--- src/rtl/dmem_access_unit.sv ---
// dmem_access_unit: MEM-stage load/store initiator on a valid/ready data bus.
// Stalls the pipeline per access and holds the registered, extended load result.
module dmem_access_unit #(
    parameter int unsigned TIMEOUT_CYCLES = 16
) (
    input  logic        CLK,
    input  logic        RST_N,
    input  logic        Mem_R_En_M,
    input  logic        Mem_W_En_M,
    input  logic [2:0]  Funct3_M,
    input  logic [31:0] ALU_Out_M,
    input  logic [31:0] Store_Data_M,
    output logic        Stall_M,
    output logic        Misalign_M,
    output logic        Bus_Err_M,
    output logic [31:0] Data_Out_Ext_M,
    output logic        BUS_Valid,
    output logic        BUS_We,
    output logic [31:0] BUS_Addr,
    output logic [31:0] BUS_Wdata,
    output logic [3:0]  BUS_Strb,
    input  logic        BUS_Ready,
    input  logic [31:0] BUS_Rdata
);
    typedef enum logic [1:0] {IDLE, REQ, DONE} state_e;
    state_e      state_q;
    logic [7:0]  cnt_q;
    logic [2:0]  f3_q;
    logic [1:0]  off_q;
    logic        is_load_q, valid_q, we_q, err_q;
    logic [31:0] addr_q, wdata_q, data_q;
    logic [3:0]  strb_q;
    logic        acc, ld, sz_b, sz_h, sz_w;
    logic [3:0]  strb_d;
    logic [31:0] wdata_d, lane, data_d;

    assign acc  = Mem_R_En_M | Mem_W_En_M;
    assign ld   = Mem_R_En_M;
    // funct3[2] only selects zero-extension on loads; on stores it makes the code undefined (treated as SW)
    assign sz_b = (Funct3_M[1:0] == 2'b00) && (ld || !Funct3_M[2]);
    assign sz_h = (Funct3_M[1:0] == 2'b01) && (ld || !Funct3_M[2]);
    assign sz_w = !sz_b && !sz_h;

    assign Misalign_M = acc && ((sz_h && ALU_Out_M[0]) || (sz_w && ALU_Out_M[1:0] != 2'b00));
    assign Stall_M    = (state_q == IDLE && acc && !Misalign_M) || state_q == REQ;

    assign strb_d  = ld ? 4'b0000 : sz_b ? 4'b0001 << ALU_Out_M[1:0] : sz_h ? 4'b0011 << ALU_Out_M[1:0] : 4'b1111;
    assign wdata_d = sz_b ? {4{Store_Data_M[7:0]}} : sz_h ? {2{Store_Data_M[15:0]}} : Store_Data_M;

    assign lane   = BUS_Rdata >> {off_q, 3'b000};
    assign data_d = f3_q[1:0] == 2'b00 ? {{24{lane[7] & ~f3_q[2]}}, lane[7:0]}
                  : f3_q[1:0] == 2'b01 ? {{16{lane[15] & ~f3_q[2]}}, lane[15:0]} : lane;

    always_ff @(posedge CLK or negedge RST_N) begin
        if (!RST_N) begin
            state_q   <= IDLE;
            cnt_q     <= 8'd0;
            f3_q      <= 3'd0;
            off_q     <= 2'd0;
            is_load_q <= 1'b0;
            valid_q   <= 1'b0;
            we_q      <= 1'b0;
            err_q     <= 1'b0;
            addr_q    <= 32'd0;
            wdata_q   <= 32'd0;
            strb_q    <= 4'd0;
            data_q    <= 32'd0;
        end else begin
            err_q <= 1'b0;
            case (state_q)
                IDLE: if (acc && !Misalign_M) begin
                    state_q   <= REQ;
                    valid_q   <= 1'b1;
                    we_q      <= !ld;
                    addr_q    <= {ALU_Out_M[31:2], 2'b00};
                    wdata_q   <= wdata_d;
                    strb_q    <= strb_d;
                    f3_q      <= Funct3_M;
                    off_q     <= ALU_Out_M[1:0];
                    is_load_q <= ld;
                    cnt_q     <= 8'(TIMEOUT_CYCLES - 1);
                end
                REQ: if (BUS_Ready) begin
                    state_q <= DONE;
                    valid_q <= 1'b0;
                    if (is_load_q) data_q <= data_d;
                end else if (cnt_q == 8'd0) begin
                    state_q <= DONE;
                    valid_q <= 1'b0;
                    data_q  <= 32'd0;
                    err_q   <= 1'b1;
                end else begin
                    cnt_q <= cnt_q - 8'd1;
                end
                default: state_q <= IDLE;
            endcase
        end
    end

    assign Bus_Err_M      = err_q;
    assign Data_Out_Ext_M = data_q;
    assign BUS_Valid      = valid_q;
    assign BUS_We         = we_q;
    assign BUS_Addr       = addr_q;
    assign BUS_Wdata      = wdata_q;
    assign BUS_Strb       = strb_q;
endmodule

--- config.mk ---
export PLATFORM = sky130hd
export DESIGN_NAME = dmem_access_unit
export DESIGN_NICKNAME = d
export VERILOG_FILES = /design/src/rtl/dmem_access_unit.sv
export SDC_FILE = /design/constraint.sdc
export NUM_CORES = 1
export LEC_CHECK = 0
export CAP_MARGIN = 30
export CORE_MARGIN = 1
export CORE_UTILIZATION = 45
export CTS_CLUSTER_DIAMETER = 40
export DETAILED_ROUTE_END_ITERATION = 10
export GPL_ROUTABILITY_DRIVEN = 0
export PLACE_DENSITY = 0.8
export SETUP_SLACK_MARGIN = 0.2
export SLEW_MARGIN = 20
export SYNTH_ARGS = -nofsm -noshare
export SYNTH_HDL_FRONTEND = slang
export SYNTH_SLANG_ARGS = --single-unit
--- constraint.sdc ---
create_clock -name CLK -period 2.9 [get_ports CLK]
set_input_delay 0.87 -clock CLK [delete_from_list [all_inputs] [get_ports CLK]]
set_output_delay 0.87 -clock CLK [all_outputs]
set_load 0.05 [all_outputs]
Word-level counts from Yosys, hierarchy flattened
Cells that the tools add are included.
{"block": "classes", "add_sub_neg": 1, "eq_ne": 8, "shifts": 3, "mux": 25, "n_bitwise": 4, "reduce_logical": 29}
{"cell": "$mux W32", "count": 7}
{"cell": "$shr A32 B5 Y32", "count": 1}
{"cell": "$mux W8", "count": 3}
{"cell": "$pmux W8 S2", "count": 1}
{"cell": "$mux W4", "count": 3}
{"cell": "$logic_and A1 B1 Y1", "count": 9}
{"cell": "$logic_not A8 Y1", "count": 1}
{"cell": "$sub A8 B1 Y8 const B", "count": 1}
{"cell": "$eq A2 B1 Y1 const B", "count": 3}
{"cell": "$logic_not A2 Y1", "count": 3}
{"cell": "$mux W1", "count": 6}
{"cell": "$mux W2", "count": 3}
{"cell": "$reduce_and A3 Y1", "count": 2}
{"cell": "$reduce_bool A2 Y1", "count": 3}
{"cell": "$logic_not A1 Y1", "count": 5}
{"cell": "$ne A2 B1 Y1 const B", "count": 2}
{"cell": "$ne A2 B2 Y1 const B", "count": 2}
{"cell": "$pmux W2 S2", "count": 1}
{"cell": "$reduce_and A2 Y1", "count": 2}
{"cell": "$reduce_and A4 Y1", "count": 1}
{"cell": "$shl A1 B2 Y4 const A", "count": 1}
{"cell": "$shl A2 B2 Y4 const A", "count": 1}
{"cell": "$logic_or A1 B1 Y1", "count": 3}
{"cell": "$ne A3 B2 Y1 const B", "count": 1}
{"cell": "4 further kinds", "count": 5}
{"block": "totals", "reg_bits": 117, "word_cells": 82}

Longest topological paths before layout
{"block": "depth", "word_depth": 12, "mapped_depth": 8}

Least setup slack after synthesis
No wires, ideal clock.
{"block": "synth_timing", "kind": "input to output", "from": "input Mem_R_En_M", "to": "output Stall_M", "arrival_ps": 2253, "required_time_ps": 2030, "path_slack_ps": -223, "cell_stages": 7, "path_buffers": 3, "cell_sequence": "nand2b_1 > buf_2 > nand4_1 > and3_1 > buf_4 > buf_2 > nand2b_1"}
{"block": "synth_between", "elab_chain_len": 10}
{"item": "from (decl)", "line_no": "8", "text": "input logic Mem_R_En_M,"}
{"item": "$logic_or A1 B1 Y1", "line_no": "40, 41"}
{"item": "$logic_and A1 B1 Y1 (on tied branches)", "line_no": "40, 41"}
{"item": "$logic_not A1 Y1", "line_no": "42", "text": "assign sz_w = !sz_b && !sz_h;"}
{"item": "$logic_and A1 B1 Y1", "line_no": "42"}
{"item": "$logic_and A1 B1 Y1", "line_no": "44", "text": "assign Misalign_M = acc && ((sz_h && ALU_Out_M[0]) || (sz_w && ALU_Out_M[1:0] != 2'b00));"}
{"item": "$logic_or A1 B1 Y1", "line_no": "44"}
{"item": "$logic_and A1 B1 Y1", "line_no": "44"}
{"item": "$logic_not A1 Y1", "line_no": "45", "text": "assign Stall_M = (state_q == IDLE && acc && !Misalign_M) || state_q == REQ;"}
{"item": "$logic_and A1 B1 Y1 (*)", "line_no": "45"}
{"item": "$logic_or A1 B1 Y1 (*)", "line_no": "45"}
{"item": "to (decl)", "line_no": "13", "text": "output logic Stall_M,"}
Mark *: on every way between the ends. The rest lies on a longest branch, timed or not.

Final worst setup path
{"block": "layout_timing", "from": "input ALU_Out_M[1]", "to": "output Stall_M"}
{"block": "layout_between", "elab_chain_len": 7}
{"item": "from (decl)", "line_no": "11", "text": "input logic [31:0] ALU_Out_M,"}
{"item": "$reduce_bool A2 Y1", "line_no": "44"}
{"item": "$logic_and A1 B1 Y1", "line_no": "44"}
{"item": "$logic_or A1 B1 Y1", "line_no": "44"}
{"item": "$logic_and A1 B1 Y1", "line_no": "44"}
{"item": "$logic_not A1 Y1", "line_no": "45"}
{"item": "$logic_and A1 B1 Y1", "line_no": "45"}
{"item": "$logic_or A1 B1 Y1", "line_no": "45"}
Every way passes these cells.

==> results.yml <==
critical_path:
  worstPathArrival_ps: 1800
  cp_max_fo: 2
  timing.rr.start: "cnt_q[0]"
  cp_data_required_time_ps: 2030
  reg2regPathDepth: 7
  endpoint_kind: "output port"
  setup.worst_path.start_class: "input port"
  reg2reg_to: "Data_Out_Ext_M[10]"
  crit_type: "in -> out"
  rrSetupSlack_ps: 570
yosys:
  async_reset_ff_share_pct: 100
  avgSynthCellArea_um2: 12.7
  yosys.area.top_type: "dfrtp_1"
  synth_flop_cell: "dfrtp_1"
  synth_top_cell_area_share_pct: 51.9
  synth_area_mm2: 0.00564
  synth_area_leaders: "dfrtp_1, mux2_1, mux2i_1"
  synth_seq_cells: 117
  synth_most_common_cell: "dfrtp_1"
  syn_inst: 445
  synth_edf_count: 0
  ys_warn_count: 0
  ys_seq_area_share_pct: 51.9
  ys_types: 52
  synthTopCellsByCount: "dfrtp_1, mux2_1, a21oi_1, mux2i_1"
layout:
  drive_above_1_share_pct: 16.5
  nNetsFinal: 793
  final_area_mm2: 0.00876
  area_growth_pct: 55.3
  final_util_pct: 72.3
  fin_cells: 865
die:
  core_area_mm2: 0.0121
  dieArea_mm2: 0.0130
  die_h_um: 114
  initial_core_util_pct: 46.6
  io_pins: 209
  die_w_um: 114
  row_count: 40
timing:
  finalSetupTns_ps: 0
  tightest_slew_ps: 719
  finClkSkew_ps: 8.46
  rsz0062_at_grt: "no"
  relSlewSlack_pct: 52.1
  period_needed_ps: 2670
  final-hold-violation-count: 0
  finalMaxSlewViolations: 0
  timing.hold.ws_ps: 477
  finalCritPeriodShare_pct: 92.0
  setup_viol_count_final: 0
  max_freq_mhz: 375
  fin_ws_ps: 232
place:
  port-buffer-count: 206
  hpwlAfterDp_um: 11100
  dp_cells: 828
  place_ws_ps: -271
  placed_area_mm2: 0.00809
power_and_ir_drop:
  power-per-cell-area_mw_per_mm2: 1170
  p_comb_share_pct: 51.8
  seq_power_share_pct: 26.9
  p_sw_mw: 4.48
  p_leak_nw: 3.82
  finalPower_mw: 10.2
  p_sw_share_pct: 43.7
  clkPwrFrac_pct: 21.3
  p_int_mw: 5.76
  ir_drop_v: 0.000782
detailed_routing:
  drt-total-wl_um: 15400
  viasPerCell: 5.34
  drt_first_pass_iters: 4
  via_count: 4623
  ant_nets: 0
  drc: 0
  drt-initial-drc-count: 294
  wl_per_cell_um: 17.8
worst_hold_path:
  holdPathStages: 1
  hold_end: "BUS_Valid"
  min_path_type: "reg -> reg"
  min_from: "BUS_Valid"
cts:
  clkSlewWorstSetupHoldPaths_ps: 50
  cts_inserted_buffers: 17
  clock_latency_ps: 410
  clock_sinks: 117
  cts_max_path_buffers: 2
  root_buffer: "clkbuf_16"
  cts_tree: "done"
  htreeDepth: 4
grt:
  grt_remaining_overflow: 0
  grt_max_degree: 53
  grt_usage_pct: 25.0
  grt_antenna_before_repair: 1
  grt_pass1_wl_um: 24800
  grt_pass1_vias: 4854
job:
  cap_violations: 0
outcome:
  status: "finished clean"
-- power groups by stage --
stage          Clock [mW]  Combinational [mW]  Sequential (mW)
5_1_grt              2.31                5.55             2.85
3_5_place_dp            0                5.31             2.76
2_1_floorplan           0                1.27             4.92
3_3_place_gp            0                5.25             2.72
4_1_cts              2.22                5.33             2.76
6_report             2.18                5.31             2.76
-- logic make-up after synthesis --
family	share of synthesized area, %
AOI/OAI and AO/OA	12.0
xor gates and xnor gates	0.621
adders and majority gates	1.33
buffers and inverters	3.95
DFF	51.9
muxes	23.5
other	0.0665
and+or+nand+nor	6.56
-- layout make-up --
class,count,area [um2]
repair buffers,248,2420
inverters,8,32.5
multi-input cells,291,2550
well taps,168,210
flip-flops and latches,117,2930
diodes,1,2.50
clock inverters,10,153
fillers,857,3350
clock buffers,22,464
-- sequential cells by signal, summed over array words and instances, names as in the netlist --
name / count
cnt_q: 8
state_q: 2
BUS_Wdata: 32
f3_q: 3
Data_Out_Ext_M: 32
BUS_Addr: 30
off_q: 2
is_load_q: 1
BUS_We: 1
BUS_Valid: 1
BUS_Strb: 4
Bus_Err_M: 1
-- worst max-delay path, cell delays in order --
cell and delay [ps]:
buf_6 70, inv_2 40, ha_4 150, a21o_1 180, and3_4 180, nand2b_4 150
buf_12 150
-- routing by layer --
layer	wire length, um	GRT usage (%)	share of wire [%]
met3	1730	11.0	11
met2	7260	39.8	47
met5	0	0	0
met1	6020	29.4	39
met4	380	11.0	2.5
-- worst max path at each step --
stage                            start       to  slack, ps  cells after the start
after global routing      ALU_Out_M[1]  Stall_M        200                      7
after floorplan             Mem_R_En_M  Stall_M         80                      7
after CTS                   Mem_R_En_M  Stall_M        220                      6
final                     ALU_Out_M[1]  Stall_M        230                      7
after detailed placement  ALU_Out_M[0]  Stall_M       -270                      7
after global placement    ALU_Out_M[0]  Stall_M       -220                      7
-- timing repair --
action,in CTS,in global routing
pin swaps,6,2
buffers inserted,4,0
resized for setup,32,2
endpoints found under the setup margin,2,2
hold buffers,0,0
-- cell usage in the layout, fill, tap and decap left out, drive strengths merged, types with 4 or more instances in the layout --
cell type      instances
nor2b                  8
dfrtp                117
nand2b                 6
mux2i                 28
inv                    8
xor2                   4
clkinv                 5
a22o                   8
nand4                  4
nor2                  19
ha                     6
a21oi                 28
clkdlybuf4s50        196
clkbuf                23
mux2                  89
a21o                   4
bufinv                 4
buf                   49
a32o                   6
nand2                 11
o21ai                 13
nor3                   5
a211o                 14
a221o                  8
(Power assumes the default switching activity.)
